### config.mk
export PLATFORM = sky130hd
export DESIGN_NAME = reg_scoreboard
export DESIGN_NICKNAME = d
export VERILOG_FILES = /design/src/rtl/reg_scoreboard.sv
export SDC_FILE = /design/constraint.sdc
export NUM_CORES = 1
export LEC_CHECK = 0
export CAP_MARGIN = 20
export CORE_MARGIN = 1.5
export CORE_UTILIZATION = 25
export DETAILED_ROUTE_END_ITERATION = 8
export MAX_ROUTING_LAYER = met4
export PLACE_DENSITY = 0.48
export SYNTH_ARGS = -nofsm -noshare
export SYNTH_HDL_FRONTEND = slang
export SYNTH_SLANG_ARGS = --single-unit
### constraint.sdc
create_clock -name Clk -period 3.15 [get_ports Clk]
set_input_delay 0.7875 -clock Clk [delete_from_list [all_inputs] [get_ports Clk]]
set_output_delay 0.7875 -clock Clk [all_outputs]
set_load 0.01 [all_outputs]
### src/rtl/reg_scoreboard.sv
// reg_scoreboard
// ---------------------------------------------------------------------------
// Decode-side read guard for the architectural register file. It keeps one
// small in-flight write counter per register. A counter rises when an
// instruction that writes the register issues. It falls when writeback
// retires that write. Decode is stalled while a source operand still has a
// write outstanding, or while the destination counter is saturated.
//
// Optional feature (macro SB_BYPASS_EN):
//   Defined   - a source whose last outstanding write retires this cycle does
//               not stall, and rs_bypass/rt_bypass tells decode to take the
//               operand from WriteData.
//   Undefined - such a source stalls for one more cycle, until the register
//               file holds the value. Both bypass outputs are tied to 0.
//
// Ports:
//   Clk          in   system clock, rising edge
//   Reset        in   asynchronous active-low reset
//   issue_valid  in   decode presents an instruction this cycle
//   issue_wre    in   presented instruction writes a register
//   issue_dest   in   destination register of the presented instruction
//   rs, rt       in   source registers of the presented instruction
//   rs_used      in   rs is actually read
//   rt_used      in   rt is actually read
//   RegWre       in   writeback retires a register write this cycle
//   WriteReg     in   register being written back
//   stall        out  hold decode; the instruction does not issue
//   rs_bypass    out  take rs from WriteData instead of the register file
//   rt_bypass    out  take rt from WriteData instead of the register file
//   busy_mask    out  bit i set while register i has writes in flight
//   err          out  sticky flag: retire seen for a register with no writes
// ---------------------------------------------------------------------------
module reg_scoreboard #(
  parameter int CNT_W = 2,
  parameter int NREG  = 32
) (
  input  logic            Clk,
  input  logic            Reset,
  input  logic            issue_valid,
  input  logic            issue_wre,
  input  logic [4:0]      issue_dest,
  input  logic [4:0]      rs,
  input  logic [4:0]      rt,
  input  logic            rs_used,
  input  logic            rt_used,
  input  logic            RegWre,
  input  logic [4:0]      WriteReg,
  output logic            stall,
  output logic            rs_bypass,
  output logic            rt_bypass,
  output logic [NREG-1:0] busy_mask,
  output logic            err
);

`ifdef SB_BYPASS_EN
  localparam logic BYPASS_EN = 1'b1;
`else
  localparam logic BYPASS_EN = 1'b0;
`endif

  localparam logic [CNT_W-1:0] CNT_ZERO = '0;
  localparam logic [CNT_W-1:0] CNT_ONE  = CNT_W'(1);
  localparam logic [CNT_W-1:0] CNT_MAX  = '1;

  logic [NREG-1:0][CNT_W-1:0] cnt_q, cnt_d;
  logic                       err_q, err_d;

  logic [CNT_W-1:0] cnt_rs, cnt_rt, cnt_dst, cnt_wr;
  logic             retire, underflow;
  logic             rs_pend, rt_pend, rs_hit, rt_hit;
  logic             rs_block, rt_block, dest_full;
  logic             issue_fire;
  logic             inc_r, dec_r;

  assign cnt_rs  = cnt_q[rs];
  assign cnt_rt  = cnt_q[rt];
  assign cnt_dst = cnt_q[issue_dest];
  assign cnt_wr  = cnt_q[WriteReg];

  // Register 0 is hardwired in the register file, so its writes are ignored.
  assign retire    = RegWre & (WriteReg != 5'd0);
  assign underflow = retire & (cnt_wr == CNT_ZERO);

  assign rs_pend = rs_used & (rs != 5'd0) & (cnt_rs != CNT_ZERO);
  assign rt_pend = rt_used & (rt != 5'd0) & (cnt_rt != CNT_ZERO);

  // The last outstanding write to the source is being retired right now.
  assign rs_hit = retire & (WriteReg == rs) & (cnt_rs == CNT_ONE);
  assign rt_hit = retire & (WriteReg == rt) & (cnt_rt == CNT_ONE);

  assign rs_block = rs_pend & ~(BYPASS_EN & rs_hit);
  assign rt_block = rt_pend & ~(BYPASS_EN & rt_hit);

  // A saturated counter may still accept an issue if a retire frees a slot
  // in the same cycle; the net count is then unchanged.
  assign dest_full = issue_wre & (issue_dest != 5'd0) & (cnt_dst == CNT_MAX) &
                     ~(retire & (WriteReg == issue_dest));

  assign stall = issue_valid & (rs_block | rt_block | dest_full);

  assign rs_bypass = BYPASS_EN & issue_valid & ~stall & rs_pend & rs_hit;
  assign rt_bypass = BYPASS_EN & issue_valid & ~stall & rt_pend & rt_hit;

  assign issue_fire = issue_valid & ~stall & issue_wre & (issue_dest != 5'd0);

  always_comb begin
    cnt_d = cnt_q;
    inc_r = 1'b0;
    dec_r = 1'b0;
    for (int r = 1; r < NREG; r++) begin
      inc_r = issue_fire & (issue_dest == 5'(r));
      dec_r = retire & (WriteReg == 5'(r)) & (cnt_q[r] != CNT_ZERO);
      case ({inc_r, dec_r})
        2'b10:   cnt_d[r] = cnt_q[r] + CNT_ONE;
        2'b01:   cnt_d[r] = cnt_q[r] - CNT_ONE;
        default: cnt_d[r] = cnt_q[r];
      endcase
    end
    cnt_d[0] = CNT_ZERO;
  end

  assign err_d = err_q | underflow;

  always_ff @(posedge Clk or negedge Reset) begin
    if (!Reset) begin
      cnt_q <= '0;
      err_q <= 1'b0;
    end else begin
      cnt_q <= cnt_d;
      err_q <= err_d;
    end
  end

  always_comb begin
    busy_mask = '0;
    for (int r = 1; r < NREG; r++) begin
      busy_mask[r] = (cnt_q[r] != CNT_ZERO);
    end
  end

  assign err = err_q;

endmodule

==> results of run 1 <==
[worst max-delay path by stage]
stage / from / cells past startpoint / slack [ns] / to
floorplan: rs[2] / 7 / 0.01 / stall
global placement: rs[3] / 9 / -1.10 / stall
detailed placement: rs[3] / 7 / -1.15 / stall
CTS: rt[2] / 8 / -0.16 / stall
global route: issue_dest[1] / 10 / -0.19 / stall
finish: rt[2] / 8 / -0.15 / stall
[cell usage after synthesis, types with 2 or more instances]
| cell type | number | area [um^2] |
|---|---|---|
| o21ai_0 | 11 | 55.1 |
| o31ai_1 | 2 | 15.0 |
| nand3b_1 | 2 | 15.0 |
| mux2_2 | 2 | 22.5 |
| and3_1 | 2 | 12.5 |
| or2_1 | 3 | 18.8 |
| o21bai_1 | 2 | 15.0 |
| and2_1 | 2 | 12.5 |
| xnor2_1 | 63 | 552 |
| nand3_1 | 31 | 155 |
| a311oi_1 | 2 | 17.5 |
| o32a_1 | 2 | 20.0 |
| nor3_1 | 74 | 370 |
| nand2_1 | 31 | 116 |
| clkbuf_1 | 22 | 82.6 |
| a41oi_1 | 2 | 17.5 |
| dfrtp_1 | 63 | 1580 |
| xor2_1 | 34 | 298 |
| nor2_1 | 68 | 255 |
| o221ai_1 | 2 | 17.5 |
| buf_2 | 15 | 75.1 |
| nor3b_1 | 8 | 60.1 |
| mux4_1 | 3 | 78.8 |
| inv_2 | 2 | 7.51 |
| ha_1 | 31 | 388 |
| nand4_1 | 9 | 56.3 |
| a32oi_1 | 2 | 17.5 |
| nand2b_1 | 8 | 50.1 |
| buf_4 | 3 | 22.5 |
| inv_1 | 34 | 128 |
| o211ai_1 | 7 | 52.6 |
| o2111ai_1 | 5 | 43.8 |
| mux4_2 | 14 | 315 |
| a21oi_1 | 17 | 85.1 |
| o21ai_1 | 2 | 10.0 |
| nor2b_1 | 8 | 50.1 |
[registers in the layout, summed over array words and instances (netlist names)]
register and cells:
cnt_q 62, err 1
[routing by layer]
| layer | GRT usage (%) | vias up | share of wire [%] |
|---|---|---|---|
| li1 | - | 2507 | - |
| met1 | 27.2 | 2604 | 45 |
| met2 | 31.4 | 221 | 45 |
| met3 | 4.66 | 47 | 7.4 |
| met4 | 7.77 | 0 | 3.4 |
| met5 | - | - | 0 |
[report_power, final]
part	leakage (nW)	switching, mW	internal, mW	total [mW]
registers	0.835	0.198	1.06	1.25
clock network	0.136	0.358	0.593	0.951
logic	2.46	1.57	1.69	3.26
total	3.43	2.12	3.34	5.46
[cell type report]
cell class	count	area, um^2	area share, %
multi-input combinational	473	3520	45.7
timing repair buffer	214	1840	23.9
sequential	63	1580	20.5
tap	275	344	4.47
clock buffer	15	278	3.61
inverter	36	143	1.85
antenna	1	2.50	0.0325
[through the flow]
step / setup WS, ns / area [um^2] / util [%] / setup TNS (ns)
detailed placement: -1.15 / 7160 / 34.3 / -42.44
global route: -0.189 / 7700 / 36.9 / -2.62
global placement: -1.10 / 7160 / 34.3 / -41.69
finish: -0.154 / 7700 / 36.9 / -0.229
floorplan: 0.0126 / 5300 / - / 0
CTS: -0.159 / 7630 / 36.5 / -0.630
[cells by family after synthesis]
logic type | share of synthesized area, %
AO/OA/AOI/OAI | 9.04
XOR/XNOR | 16.1
adder cells (fa/ha/maj) | 7.33
buffers and inverters | 6.46
flip-flops | 29.8
multiplexers | 7.88
other | 0.0709
AND/OR/NAND/NOR | 23.4
[timing repair]
| action | in CTS | in global routing |
|---|---|---|
| cloned | 2 | 1 |
| gates resized for setup | 69 | 18 |
| pin swaps | 13 | 9 |
| setup endpoints to repair | 63 | 48 |
| setup buffers | 6 | 0 |
==> impl_results.md, run 1 <==
- Outcome: complete, but fails checks
- Failing checks: negative setup slack
- Total CTS buffers: 9
- Starting Density: 25.3%
- GRT Resource Usage Total: 20.8%
- Critical R2R Capture: cnt_q[5]$_DFFE_PN0P_
- Finished Layout Cells: 1077
- Final Cycle Share: 105%
- Worst slew pin tran: 0.514 ns
- R2r startpoint: cnt_q[34]$_DFFE_PN0P_
- Gate Count Post-Synth: 612
- Reg2reg setup slack: 0.13 ns
- CP cell instances: buf_8, inv_8, mux4_2, mux2_4, o22ai_2, and4bb_2, a21boi_2, buf_2
- Avg WL per Cell: 19.8 um
- Achievable Freq: 0.303 GHz
- Synthesized flop and latch total: 63
- Std-Cell Rows: 53
- Hold buffer count at cts: 0
- Worst path top cell family by delay: multiplexers
- Die ar.: 0.0220 mm^2
- CTS sink cnt: 63
- Worst VDD drop: 0.463 mV
- Antenna Nets Post-Route: 0
- # port buffers: 59
- Post-synth EDFFs: 0
- CTS max path bufs: 2
- Num ports: 63
- Hold Vio Cnt, Final: 0
- Critical path capture point type: output pin
- Drt first-iter violations: 457
- Slowest Stage Delay on Critical Path: 0.49 ns
- Clock transition at path regs: 0.05 ns
- Ys async rst share: 100%
- Pwr Density: 709 mW/mm^2
- Overall power: 5.46 mW
- Synthesized area per cell: 8.64 um^2
- Max cap viols: 0
- CTS tree: done
- # DRC: 0
- First-pass GRT wire length: 32.2 mm
- Placed cell count: 1052
- CP required: 2.36 ns
- Hold crit path type: in2async
- Skew final: 0.00429 ns
- CP Launch Type: input port
- Share of cells above drive strength 1: 27.6%
- Vias per Instance: 4.99
- Antenna violations before repair: 2
- Sequential element share of the synthesized area: 29.8%
- # nets final: 855
- Root buffer cell: clkbuf_16
- Synth Flop Type: dfrtp_1
- Area grow syn2layout: 45.6%
- Lkg Pwr: 3.43 nW
- Post-DP HPWL: 16.8 mm
- Routed vias: 5379
- Distinct cells, synth: 60
- Crit path buffers/inverters: 3
- Core ar.: 0.0209 mm^2
- Vias in the first global route: 5278
- Die width: 148 um
- Yosys warning total: 0
- Final setup fails: 5
- Slowest CP cell: mux4_2
- Routability cong.: 0.991
- Final min period: 3.30 ns
- Insertion delay to the later sink of the worst-skew pair: 0.34 ns
- WP data arrival: 2.52 ns
- Most frequent cells in the layout: buf_4 (145), nor3_1 (69), nor2_1 (68)
- RSZ-0062 raised after global routing: yes
- R2R cell count: 10
- Setup ws final: -0.154 ns
- Slew HR: 65.6%
- Mapped cell area: 0.00529 mm^2
- Largest net degree at the start of global routing: 32
- Die Ht: 148 um
- WL final: 21.3 mm
- Critical-path maximum fanout: 5
- Crit path kind: in2out
- Fillers: 2186
- Gr ovfl total: 0
- Drt first pass iters: 5
- H-tree levels: 3
- Fin. max-slew vios: 0
- Hold WS: 0.352 ns
- Commonest non-fill, non-tap cell in the layout: buf_4
Note: power is estimated with default switching activity, not from simulation.
==> run 2: changes to the inputs <==
--- a/config.mk
+++ b/config.mk
@@ -10,7 +10,7 @@
 export CORE_UTILIZATION = 25
 export DETAILED_ROUTE_END_ITERATION = 8
 export MAX_ROUTING_LAYER = met4
-export PLACE_DENSITY = 0.48
+export PLACE_DENSITY = 0.46
 export SYNTH_ARGS = -nofsm -noshare
 export SYNTH_HDL_FRONTEND = slang
 export SYNTH_SLANG_ARGS = --single-unit
==> constraint.sdc (replaced) <==
create_clock -name Clk -period 3.6 [get_ports Clk]
set_input_delay 0.9 -clock Clk [delete_from_list [all_inputs] [get_ports Clk]]
set_output_delay 0.9 -clock Clk [all_outputs]
set_load 0.01 [all_outputs]
==> run 2 against run 1 <==
Compared with the run above: the run now ends clean; register-to-register slack better by 0.15 ns; die area unchanged; non-clock buffer count down 44; sequential power down 6%; clock-buffer cell count down 3; clock power down 6.5%; worst hold slack better by 0.12 ns; first-iteration DRC count down 5.0%; total power down 15%; core utilization down 1.8 points; routed wire length up 1.0%; combinational power down 21%; critical path type unchanged; critical endpoint unchanged.
==> impl_results.md, run 2 (same netlist as run 1, synthesis figures left out) <==
- FF/Latch Area: 0.00158 mm^2
- Final Cycle Share: 98.7%
- Slowest Stage Delay on Critical Path: 0.50 ns
- Avg WL per Cell: 20.8 um
- Hold WS: 0.472 ns
- Skew final: 0.00579 ns
- Gr ovfl total: 0
- Outcome: finished, final reports clean
- Slowest CP cell: mux4_2
- RSZ-0062 raised after global routing: no
- H-tree levels: 3
- Final instance area: 0.00733 mm^2
- CP cell instances: buf_6, inv_6, mux4_2, mux2_4, o22ai_2, and4bb_2, a21boi_2, buf_2
- CTS sink cnt: 63
- Lkg Pwr: 3.18 nW
- Max cap viols: 0
- Overall power: 4.63 mW
- Share of cells above drive strength 1: 22.8%
- Vias per Instance: 5.05
- Std-Cell Rows: 53
- # port buffers: 59
- Core ar.: 0.0209 mm^2
- Achievable Freq: 0.282 GHz
- Pwr Density: 632 mW/mm^2
- Drt first pass iters: 7
- GRT Resource Usage Total: 20.7%
- Antenna violations before repair: 0
- Commonest non-fill, non-tap cell in the layout: buf_4
- Area grow syn2layout: 38.6%
- Critical path capture point type: output pin
- Worst slew pin tran: 0.746 ns
- Worst path top cell family by delay: multiplexers
- Die width: 148 um
- Die ar.: 0.0220 mm^2
- Final setup fails: 0
- Crit path kind: in2out
- Slew HR: 50.3%
- DP Area: 0.00685 mm^2
- Antenna Nets Post-Route: 0
- Area of the multi-input gates: 0.00349 mm^2
- Largest register FFs: 62
- Final min period: 3.55 ns
- Num ports: 63
- Clock transition at path regs: 0.05 ns
- Hold crit path type: reg2reg
- Grt met1 use: 25.9%
- CP Launch Type: input port
- Crit path buffers/inverters: 3
- Insertion delay to the later sink of the worst-skew pair: 0.35 ns
- CP required: 2.70 ns
- Global-route track usage on met3: 3.53%
- Worst VDD drop: 0.314 mV
- Fin. max-slew vios: 0
- Top reg by flops: cnt_q
- # DRC: 0
- CTS max path bufs: 2
- Routed vias: 5221
- First-pass GRT wire length: 32.3 mm
- Hold buffer count at cts: 0
- Hold Vio Cnt, Final: 0
- Routability cong.: 0.983
- WL final: 21.5 mm
- Post-DP HPWL: 17.1 mm
- CTS tree: done
- Most frequent cells in the layout: buf_4 (102), nor3_1 (70), nor2_1 (68)
- WP data arrival: 2.65 ns
- GR Layer Usage met2: 31.4%
- Vias in the first global route: 5303
- Starting Density: 25.3%
- Most Crowded Layer GR: met2
- Inserted Diodes: 0
- Final setup TNS: 0 ns
- Critical-path maximum fanout: 3
- Fillers: 2187
- Largest net degree at the start of global routing: 35
- Total CTS buffers: 9
- Drt first-iter violations: 434
- # nets final: 811
- Die Ht: 148 um
- Root buffer cell: clkbuf_16
-- run 2: cell count changes in the layout (fill, tap and decap cells not counted), moves of 2 or more --
cell / previous run / this run
nor3_2: 1 / 3
clkbuf_8: 3 / 1
nor3_4: 4 / 1
buf_4: 145 / 102
clkinv_2: 0 / 3
a21oi_2: 3 / 1
a21oi_1: 14 / 16
dlygate4sd2_1: 1 / 3
-- run 2: layer usage --
metal,up-vias,share of wire [%],wire length (um)
li1,2422,-,-
met1,2537,43,9230
met2,202,45,9720
met3,60,6.2,1330
met4,0,5.6,1210
met5,-,0,0
-- run 2: final timing paths --
path | startpoint | to | slack [ns] | cells past startpoint
min in group asynchronous | Reset | err$_DFF_PN0_ | 0.61 | 1
worst max-delay path | rt[2] | stall | 0.05 | 8
worst max register to register | cnt_q[39]$_DFFE_PN0P_ | cnt_q[5]$_DFFE_PN0P_ | 0.28 | 11
worst min register to register | err$_DFF_PN0_ | err$_DFF_PN0_ | 0.47 | 1
worst min-delay path | err$_DFF_PN0_ | err$_DFF_PN0_ | 0.47 | 1
max in group asynchronous | Reset | cnt_q[39]$_DFFE_PN0P_ | 2.35 | 2
-- run 2: layout make-up --
class	instances	share of cell area, %
clock buffer	12	3.36
clock inverter	4	0.614
inverter	36	1.91
multi-input combinational	473	47.6
sequential	63	21.5
tap	275	4.69
timing repair buffer	170	20.3
-- run 2: report_power, final --
group / internal (mW) / leakage (nW) / switching, mW / total (mW)
logic: 1.32 / 2.20 / 1.25 / 2.57
clock network: 0.551 / 0.146 / 0.337 / 0.889
registers: 0.924 / 0.835 / 0.252 / 1.18
total: 2.79 / 3.18 / 1.84 / 4.63
-- run 2: repair_timing --
action | 4_1_cts | 5_1_grt
gates resized for setup | 55 | 20
cloned | 3 | 0
pin swaps | 8 | 10
endpoints found under the setup margin | 46 | 1
buffers inserted | 5 | 0
-- run 2: worst reg2reg max path, delay by kind of cell (launching register included) --
kind,cells,cell delay [ns]
xor+xnor,1,0.15
buf+inv,2,0.51
simple gates,4,1.02
mux,1,0.45
compound gates,2,0.36
flops,1,0.40
fa+ha+maj,1,0.38
-- run 2: metrics by stage --
| step | util, % | cells | worst slack, ns |
|---|---|---|---|
| 4_1_cts | 35.1 | 1034 | 0.00230 |
| 3_3_place_gp | 32.8 | 1010 | -0.938 |
| 3_5_place_dp | 32.8 | 1010 | -0.943 |
| 2_1_floorplan | - | 614 | 0.195 |
| 5_1_grt | 35.1 | 1033 | 0.00309 |
| 6_report | 35.1 | 1033 | 0.0481 |
==> run 3: changes to the inputs <==
--- a/config.mk
+++ b/config.mk
@@ -6,11 +6,12 @@
 export NUM_CORES = 1
 export LEC_CHECK = 0
 export CAP_MARGIN = 20
+export CELL_PAD_IN_SITES_DETAIL_PLACEMENT = 0
+export CELL_PAD_IN_SITES_GLOBAL_PLACEMENT = 1
 export CORE_MARGIN = 1.5
 export CORE_UTILIZATION = 25
 export DETAILED_ROUTE_END_ITERATION = 8
-export MAX_ROUTING_LAYER = met4
-export PLACE_DENSITY = 0.46
+export PLACE_DENSITY = 0.56
 export SYNTH_ARGS = -nofsm -noshare
 export SYNTH_HDL_FRONTEND = slang
 export SYNTH_SLANG_ARGS = --single-unit
==> run 3 against run 2 <==
Compared with the run above: clock power is 11% higher; critical path depth stayed put; routed wire length is 2.0% lower; first-iteration DRC count is 4.8% lower.
==> impl_results.md, run 3 (same netlist as run 1, synthesis figures left out) <==
- Post-DP HPWL: 15.9 mm
- Final setup fails: 0
- Clock transition at path regs: 0.05 ns
- # DRC: 0
- Worst slew pin tran: 0.861 ns
- GRT Resource Usage Total: 19.5%
- R2R cell count: 10
- CTS sink cnt: 63
- Drt first-iter violations: 413
- Root buffer cell: clkbuf_16
- Routability cong.: 0.889
- Lkg Pwr: 3.12 nW
- Final Cycle Share: 99.5%
- Pwr Density: 636 mW/mm^2
- Reg2reg setup slack: 0.52 ns
- Std-Cell Rows: 53
- CP Launch Type: input port
- Gr ovfl total: 0
- Largest net degree at the start of global routing: 33
- Hold crit path type: reg2reg
- H-tree levels: 3
- CTS tree: done
- Crit path kind: in2out
- Antenna Nets Post-Route: 0
- CP required: 2.70 ns
- Hold buffer count at cts: 0
- Most frequent cells in the layout: buf_4 (88), nor3_1 (70), nor2_1 (67)
- Routed vias: 5173
- Area of the multi-input gates: 0.00347 mm^2
- Insertion delay to the later sink of the worst-skew pair: 0.35 ns
- Core ar.: 0.0209 mm^2
- Die Ht: 148 um
- Avg WL per Cell: 20.7 um
- CTS max path bufs: 2
- First-pass GRT wire length: 31.5 mm
- Skew final: 0.0119 ns
- Inserted Diodes: 0
- Area grow syn2layout: 36.7%
- Fin. max-slew vios: 0
- WL final: 21.1 mm
- # port buffers: 59
- Starting Density: 25.3%
- FF/Latch Area: 0.00158 mm^2
- Slew HR: 42.6%
- DP Area: 0.00674 mm^2
- Achievable Freq: 0.279 GHz
- Antenna violations before repair: 1
- Commonest non-fill, non-tap cell in the layout: buf_4
- Worst VDD drop: 0.247 mV
- Vias in the first global route: 5188
- Num ports: 63
- Top reg by flops: cnt_q
- RSZ-0062 raised after global routing: yes
- Fillers: 2197
- Die width: 148 um
- Largest register FFs: 62
- WP data arrival: 2.68 ns
- Critical path capture point type: output pin
- Total CTS buffers: 9
- Die ar.: 0.0220 mm^2
- Max cap viols: 0
- Drt first pass iters: 5
- Final instance area: 0.00723 mm^2
- Critical-path maximum fanout: 2
- Vias per Instance: 5.08
- Share of cells above drive strength 1: 20.8%
- Final min period: 3.58 ns
- Hold Vio Cnt, Final: 0
- WHS Path Cells: 1
- # nets final: 797
- Final setup TNS: 0 ns
- Outcome: finished, final reports clean
==> run 3: final cells by class <==
| cell class | count | share of cell area (%) |
|---|---|---|
| inverter | 36 | 1.90 |
| timing repair buffer | 156 | 19.1 |
| clock inverter | 3 | 0.899 |
| sequential | 63 | 21.8 |
| clock buffer | 13 | 3.60 |
| multi-input combinational | 473 | 48.0 |
| tap | 275 | 4.76 |
==> run 3: final timing paths <==
check | start | to
worst min register to register | err$_DFF_PN0_ | err$_DFF_PN0_
min in group asynchronous | Reset | cnt_q[56]$_DFFE_PN0P_
worst max register to register | cnt_q[35]$_DFFE_PN0P_ | cnt_q[37]$_DFFE_PN0P_
worst max-delay path | issue_dest[3] | stall
max in group asynchronous | Reset | cnt_q[7]$_DFFE_PN0P_
worst min-delay path | err$_DFF_PN0_ | err$_DFF_PN0_
==> run 3: worst max-delay path, stage by stage <==
cell and delay, ns:
dlygate4sd2_1 0.26, inv_2 0.10, mux4_2 0.56, o21ai_2 0.17, a221o_1 0.20, o211ai_1 0.17, a21boi_2 0.17, buf_2 0.14
==> run 3: repair_timing <==
action | 4_1_cts | 5_1_grt
buffers inserted | 4 | 0
gates resized for setup | 51 | 8
setup endpoints to repair | 35 | 2
pin swaps | 11 | 3
gates cloned | 2 | 0
==> run 3: through the flow <==
stage | hold slack, ns | utilization, % | total power, mW | setup slack (ns) | instances
2_1_floorplan | 0.456 | - | 2.31 | 0.195 | 614
3_3_place_gp | 0.475 | 32.3 | 3.54 | -0.931 | 997
3_5_place_dp | 0.481 | 32.3 | 3.55 | -0.893 | 997
4_1_cts | 0.495 | 34.5 | 4.59 | 0.0295 | 1019
5_1_grt | 0.504 | 34.6 | 4.84 | -0.0139 | 1019
6_report | 0.489 | 34.6 | 4.60 | 0.0196 | 1019
==> run 3: power breakdown <==
group	total [mW]	switching [mW]	leakage, nW	internal (mW)
sequential	1.22	0.301	0.835	0.924
clock	0.984	0.341	0.160	0.643
combinational	2.39	1.15	2.13	1.24
total	4.60	1.79	3.12	2.81
==> run 3: per-layer routing <==
layer,vias to the layer above,track usage [%],wire [um]
met5,-,0,16
met4,2,7.87,598
li1,2388,-,-
met3,42,4.14,1560
met2,227,30.0,9470
met1,2514,26.5,9430
